`config.mk`:
```
export PLATFORM = sky130hd
export DESIGN_NAME = spi_slave_regfile
export DESIGN_NICKNAME = d
export VERILOG_FILES = /design/src/rtl/spi_pkg.sv /design/src/rtl/spi_sync_edge.sv /design/src/rtl/spi_slave_regfile.sv
export SDC_FILE = /design/constraint.sdc
export NUM_CORES = 2
export LEC_CHECK = 0
export CORE_ASPECT_RATIO = 0.9
export CORE_MARGIN = 5
export CORE_UTILIZATION = 44
export CTS_CLUSTER_SIZE = 25
export DETAILED_ROUTE_END_ITERATION = 6
export PLACE_DENSITY = 0.57
export SYNTH_ARGS = -nofsm -noshare
export SYNTH_HDL_FRONTEND = slang
export SYNTH_HIERARCHICAL = 1
export SYNTH_SLANG_ARGS = --single-unit
```
`constraint.sdc`:
```
create_clock -name clk -period 24.9 [get_ports clk]
set_clock_uncertainty 0.2 [all_clocks]
set_input_delay 3.735 -clock clk [delete_from_list [all_inputs] [get_ports clk]]
set_output_delay 3.735 -clock clk [all_outputs]
set_load 0.01 [all_outputs]
```
`src/rtl/spi_pkg.sv`:
```
// Shared definitions for the SPI slave register file:
// command layout, FSM states and SCLK sample-edge selection.
package spi_pkg;

  localparam int CMD_W     = 16;
  localparam int ADDR_HI   = 10;
  localparam int ADDR_LO   = 3;
  localparam int BURST_BIT = 2;
  localparam int READ_BIT  = 1;

  typedef enum logic [1:0] {
    IDLE,
    CMD,
    DATA
  } state_t;

  function automatic logic sample_rising(
    input int cpol,
    input int cpha
  );
    return cpol == cpha;
  endfunction

endpackage

```
`src/rtl/spi_sync_edge.sv`:
```
// Two-flop synchroniser for one asynchronous input,
// with rise/fall pulses derived from the synchronised level.
module spi_sync_edge (
  input  logic clk,
  input  logic rst,
  input  logic async_in,
  output logic sync,
  output logic rise,
  output logic fall
);

  logic meta;
  logic prev;

  always_ff @(posedge clk or posedge rst) begin
    if (rst) begin
      meta <= 1'b0;
      sync <= 1'b0;
      prev <= 1'b0;
    end else begin
      meta <= async_in;
      sync <= meta;
      prev <= sync;
    end
  end

  assign rise = sync & ~prev;
  assign fall = ~sync & prev;

endmodule

```
`src/rtl/spi_slave_regfile.sv`:
```
// SPI slave exposing a DEPTH x DATA_W register file,
// with single/burst read and write frames and a local read port.
module spi_slave_regfile
  import spi_pkg::*;
#(
  parameter int DATA_W = 16,
  parameter int DEPTH  = 32,
  parameter int CPOL   = 0,
  parameter int CPHA   = 0
) (
  input  logic              clk,
  input  logic              rst,
  input  logic              spi_sclk_in,
  input  logic              spi_cs_n_in,
  input  logic              spi_mosi_in,
  output logic              spi_miso_out,
  output logic              spi_miso_oe,
  input  logic [7:0]        loc_addr,
  output logic [DATA_W-1:0] loc_rdata,
  output logic              wr_valid,
  output logic [7:0]        wr_addr,
  output logic [DATA_W-1:0] wr_data,
  output logic              busy
);

  localparam int IDX_W = (DEPTH > 2) ? $clog2(DEPTH) : 1;
  localparam int SH_W  = (DATA_W > CMD_W) ? DATA_W : CMD_W;
  localparam logic SAMPLE_RISE = sample_rising(CPOL, CPHA);

  logic sclk_s, sclk_r, sclk_f;
  logic cs_s, cs_r, cs_f;
  logic mosi_s, mosi_r, mosi_f;

  spi_sync_edge u_sclk (
    .clk(clk), .rst(rst), .async_in(spi_sclk_in),
    .sync(sclk_s), .rise(sclk_r), .fall(sclk_f)
  );

  spi_sync_edge u_cs (
    .clk(clk), .rst(rst), .async_in(spi_cs_n_in),
    .sync(cs_s), .rise(cs_r), .fall(cs_f)
  );

  spi_sync_edge u_mosi (
    .clk(clk), .rst(rst), .async_in(spi_mosi_in),
    .sync(mosi_s), .rise(mosi_r), .fall(mosi_f)
  );

  state_t            state;
  logic [5:0]        bit_cnt;
  logic [SH_W-1:0]   in_sh;
  logic [DATA_W-1:0] out_sh;
  logic [7:0]        addr;
  logic              burst;
  logic              rd;
  logic              done;
  logic [DATA_W-1:0] mem [DEPTH];

  logic              sample;
  logic [CMD_W-1:0]  cmd_w;
  logic [DATA_W-1:0] word_w;
  logic [7:0]        next_addr;
  logic              unused_ok;

  assign sample    = SAMPLE_RISE ? sclk_r : sclk_f;
  assign cmd_w     = {in_sh[CMD_W-2:0], mosi_s};
  assign word_w    = {in_sh[DATA_W-2:0], mosi_s};
  assign next_addr = (int'(addr) == DEPTH - 1) ? 8'd0 : addr + 8'd1;
  assign unused_ok = ^{sclk_s, cs_s, mosi_r, mosi_f,
                       in_sh[SH_W-1], cmd_w};

  // Out-of-range addresses read as zero
  function automatic logic [DATA_W-1:0] rd_word(
    input logic [7:0] a
  );
    return (int'(a) < DEPTH) ? mem[a[IDX_W-1:0]] : '0;
  endfunction

  assign spi_miso_out = out_sh[DATA_W-1];
  assign spi_miso_oe  = busy;

  always_ff @(posedge clk or posedge rst) begin
    if (rst) begin
      state     <= IDLE;
      bit_cnt   <= '0;
      in_sh     <= '0;
      out_sh    <= '0;
      addr      <= '0;
      burst     <= 1'b0;
      rd        <= 1'b0;
      done      <= 1'b0;
      busy      <= 1'b0;
      wr_valid  <= 1'b0;
      wr_addr   <= '0;
      wr_data   <= '0;
      loc_rdata <= '0;
      for (int i = 0; i < DEPTH; i++) mem[i] <= '0;
    end else begin
      wr_valid  <= 1'b0;
      loc_rdata <= rd_word(loc_addr);
      if (cs_f) begin
        state   <= CMD;
        busy    <= 1'b1;
        bit_cnt <= '0;
        in_sh   <= '0;
        out_sh  <= '0;
        addr    <= '0;
        burst   <= 1'b0;
        rd      <= 1'b0;
        done    <= 1'b0;
      end else if (cs_r) begin
        state  <= IDLE;
        busy   <= 1'b0;
        out_sh <= '0;
      end else if (sample) begin
        unique case (state)
          CMD: begin
            in_sh <= {in_sh[SH_W-2:0], mosi_s};
            if (int'(bit_cnt) == CMD_W - 1) begin
              state   <= DATA;
              bit_cnt <= '0;
              addr    <= cmd_w[ADDR_HI:ADDR_LO];
              burst   <= cmd_w[BURST_BIT];
              rd      <= cmd_w[READ_BIT];
              if (cmd_w[READ_BIT])
                out_sh <= rd_word(cmd_w[ADDR_HI:ADDR_LO]);
            end else begin
              bit_cnt <= bit_cnt + 6'd1;
            end
          end
          DATA: begin
            if (!done) begin
              in_sh <= {in_sh[SH_W-2:0], mosi_s};
              if (int'(bit_cnt) == DATA_W - 1) begin
                bit_cnt <= '0;
                if (!rd && int'(addr) < DEPTH) begin
                  wr_valid <= 1'b1;
                  wr_addr  <= addr;
                  wr_data  <= word_w;
                  mem[addr[IDX_W-1:0]] <= word_w;
                end
                if (burst) begin
                  addr   <= next_addr;
                  out_sh <= rd ? rd_word(next_addr) : '0;
                end else begin
                  done   <= 1'b1;
                  out_sh <= '0;
                end
              end else begin
                bit_cnt <= bit_cnt + 6'd1;
                out_sh  <= {out_sh[DATA_W-2:0], 1'b0};
              end
            end
          end
          default: ;
        endcase
      end
    end
  end

endmodule
```
==> results by stage <==
CTS:
- Hold repair after CTS inserted 0 buffers.
- Counting the buffers created by CTS gives 71.
- The clock root buffer is sky130_fd_sc_hd__clkbuf_16.
- Clock tree synthesis found a total of 612 sinks.
- The source-to-sink clock delay at the later pin of the worst-skew pair is 0.63 ns.
- Gates resized during post-CTS repair numbered 0.
- CTS built an H-tree with a depth of 3.
- The clock transition at the register clock pins on the worst setup and hold paths after CTS is 0.05 ns.
- Buffers added to address setup during post-CTS repair amount to 0.
- In this run the deepest clock path goes through 3 buffers.
- TritonCTS built the clock tree.

Placement:
- The congestion estimate from routability-driven global placement came to 0.888.
- After detailed placement, the total cell area comes to 0.0373 mm².
- After legalization and detailed placement, the total HPWL measured 71,800 µm.
- The number of placed instances, taps included is 3,483.
- During placement, the flow inserted port buffers numbering 56.

Worst setup path:
- The sort of element at the end of the critical path is an asynchronous set/reset pin.
- In this run the register-to-register setup slack is 19.64 ns.
- On the worst path, the slowest cell contributes a delay of 0.92 ns.
- The largest driver fanout on the critical path is 125.
- The signal on the critical path passes through clkdlybuf4s50_1 > inv_8 > buf_4 > buf_4 > buf_4.
- The endpoint arrival time on the critical path is 7.59 ns.
- The depth of the most critical reg-to-reg path is 10.
- The worst setup path is launched from an input port.
- The most numerous cell type found on the critical path is sky130_fd_sc_hd__buf_4.
- The capture instance of the worst register-to-register path is mem[437].
- The setup path with the least slack is of type in -> async.
- The startpoint identified for the worst register-to-register timing path is state[0].
- For the worst setup path, the data required time is 25.28 ns.
- The slowest stage of the critical path is the sky130_fd_sc_hd__buf_4 cell.

Layout:
- At the end of the flow, the number of nets in the layout was 2,516.
- Cells with a size suffix above 1 make up 46.7% of the layout.
- The synthesis-to-finish area growth is 10.5%.
- The design area is 0.0396 mm².
- Cells fill 48.9% of the core in the end.
- The finished layout holds 3,607 standard cells, fillers aside.

STA:
- At the pin with the least slew margin, the transition time is 1.37 ns.
- The max-slew violation count is 0.
- Setup repair after global routing left no endpoint under its margin.
- The final count of negative-setup-slack endpoints is 0.
- Timing would allow up to 0.139 GHz.
- The number of hold-slack violations in the final timing report is 0.
- The time the final worst path needs with I/O delays and setup is 7.21 ns.
- In the finished design, the share of the clock period the worst path needs comes to 29.0%.
- The worst-case headroom to the max-slew limit is 8.70%.
- The final sum of negative setup slack is 0 ns.

Floorplanning:
- 57 I/O pins were placed.
- The initial cell density of the core is 44.3%.
- The die covers 0.0872 mm².
- The core outline area is 0.0809 mm².
- The floorplan step set the die height to 281 µm.
- The number of placement rows is 99.
- The die is 311 µm wide.

Min path:
- The class of the worst hold path is reg -> reg.
- The worst hold path terminates at u_mosi/sync.
- The source of the worst hold timing path is u_mosi/meta.
- The cell depth of the worst min-delay path is 0.

Routing:
- The final routed DRC violation total is 0.
- The pre-antenna-repair detailed-routing pass consisted of 5 iterations.
- After detailed routing, the average wire length per cell comes to 34.0 µm.
- The post-route antenna net violation count is 0.
- After detailed routing, the number of vias per cell comes to 6.87.
- The via total after detailed routing is 24,800.
- The detailed-route wire length is 123,000 µm.
- The first routing iteration left 2,871 violations.

Power:
- The cell leakage power is 16.7 nW.
- The worst-case IR drop observed on VDD is 0.0448 mV.
- The power density of the placed cells is 53.6 mW/mm².
- The total power draw is 2.12 mW.

Yosys:
- The synthesized instance count is 2,531.
- The total standard cell area after synthesis is 0.0358 mm².
- During synthesis, Yosys emitted a total of 6 warnings.
- The number of nets in the synthesized netlist is 2,551.
- Each instance of the synthesized netlist takes up on average 14.1 µm².

Global routing:
- The via count of the first global-routing pass was 24,800.
- Global routing finished with a remaining overflow of 0.
- Entering global routing, the biggest net connects 126 pins.
- The first global-routing pass estimated 180,000 µm of wire.
- Global routing consumed, over all layers together, 28.0% of the routing resources.
- The number of antenna violations at the first check in global routing is 1.

Run status:
- The run finished with clean final reports.

Flow run:
- Max-cap violations in this run came to 0.
==> worst max-delay path, delay by kind of cell <==
| family | cells | cell delay, ns |
|---|---|---|
| buf+inv | 5 | 3.72 |
==> metrics by stage <==
stage	worst slack [ns]	hold WS [ns]
after floorplan	4.06	0.131
final	17.69	0.152
after global placement	16.93	0.143
after global routing	16.96	0.157
after CTS	17.45	0.157
after detailed placement	16.80	0.137
==> layer usage <==
metal	vias up	GRT usage [%]	wire (µm)
met2	1428	42.0	54400
met3	265	6.58	12200
met5	-	0.541	62
met4	2	9.33	4510
met1	13300	40.6	51500
li1	9738	-	-
==> sequential cells by signal (all words and copies together), names as in the netlist, 2 cells and up <==
name       count
addr           8
bit_cnt        6
in_sh         15
loc_rdata     16
mem          512
out_sh        16
state          2
wr_addr        8
wr_data       16
==> how the worst max path moves through the flow <==
| stage | slack (ns) | endpoint | cells past startpoint | from |
|---|---|---|---|---|
| floorplan | 4.06 | addr[0] | 1 | rst |
| global placement | 16.93 | mem[323] | 5 | rst |
| detailed placement | 16.80 | mem[341] | 5 | rst |
| CTS | 17.45 | mem[405] | 5 | rst |
| global route | 16.96 | mem[85] | 5 | rst |
| finish | 17.69 | mem[437] | 5 | rst |
==> cell type report <==
cell class,instances,area (µm²)
timing repair buffer,140,1190
tap,1060,1330
inverter,14,61.3
clock buffer,101,2070
clock inverter,22,213
sequential,612,15300
antenna,1,2.50
multi-input combinational,1657,19400
fill,6949,41300
==> placed cells by master, fill, tap and decap left out, types with 9 or more instances in the layout <==
cell and instances:
sky130_fd_sc_hd__dfrtp_1 607, sky130_fd_sc_hd__mux2_2 537, sky130_fd_sc_hd__mux4_2 388, sky130_fd_sc_hd__nand2_1 202, sky130_fd_sc_hd__mux2i_1 92, sky130_fd_sc_hd__buf_4 84, sky130_fd_sc_hd__a21oi_1 77, sky130_fd_sc_hd__clkbuf_16 74
sky130_fd_sc_hd__nor2_1 60, sky130_fd_sc_hd__clkdlybuf4s50_1 52, sky130_fd_sc_hd__nand3_1 30, sky130_fd_sc_hd__nor2_2 28, sky130_fd_sc_hd__o21ai_0 21, sky130_fd_sc_hd__o22ai_1 20, sky130_fd_sc_hd__nor4_1 17, sky130_fd_sc_hd__clkinv_2 15
sky130_fd_sc_hd__clkbuf_1 15, sky130_fd_sc_hd__clkbuf_8 12, sky130_fd_sc_hd__inv_1 11, sky130_fd_sc_hd__o211ai_1 11, sky130_fd_sc_hd__o31ai_1 9
==> power breakdown <==
| part | switching [mW] | internal (mW) | leakage, nW |
|---|---|---|---|
| registers | 0.00315 | 0.996 | 8.52 |
| logic | 0.0561 | 0.0208 | 7.04 |
| clock network | 0.434 | 0.611 | 1.14 |
| total | 0.494 | 1.63 | 16.7 |
(Power assumes the default switching activity.)
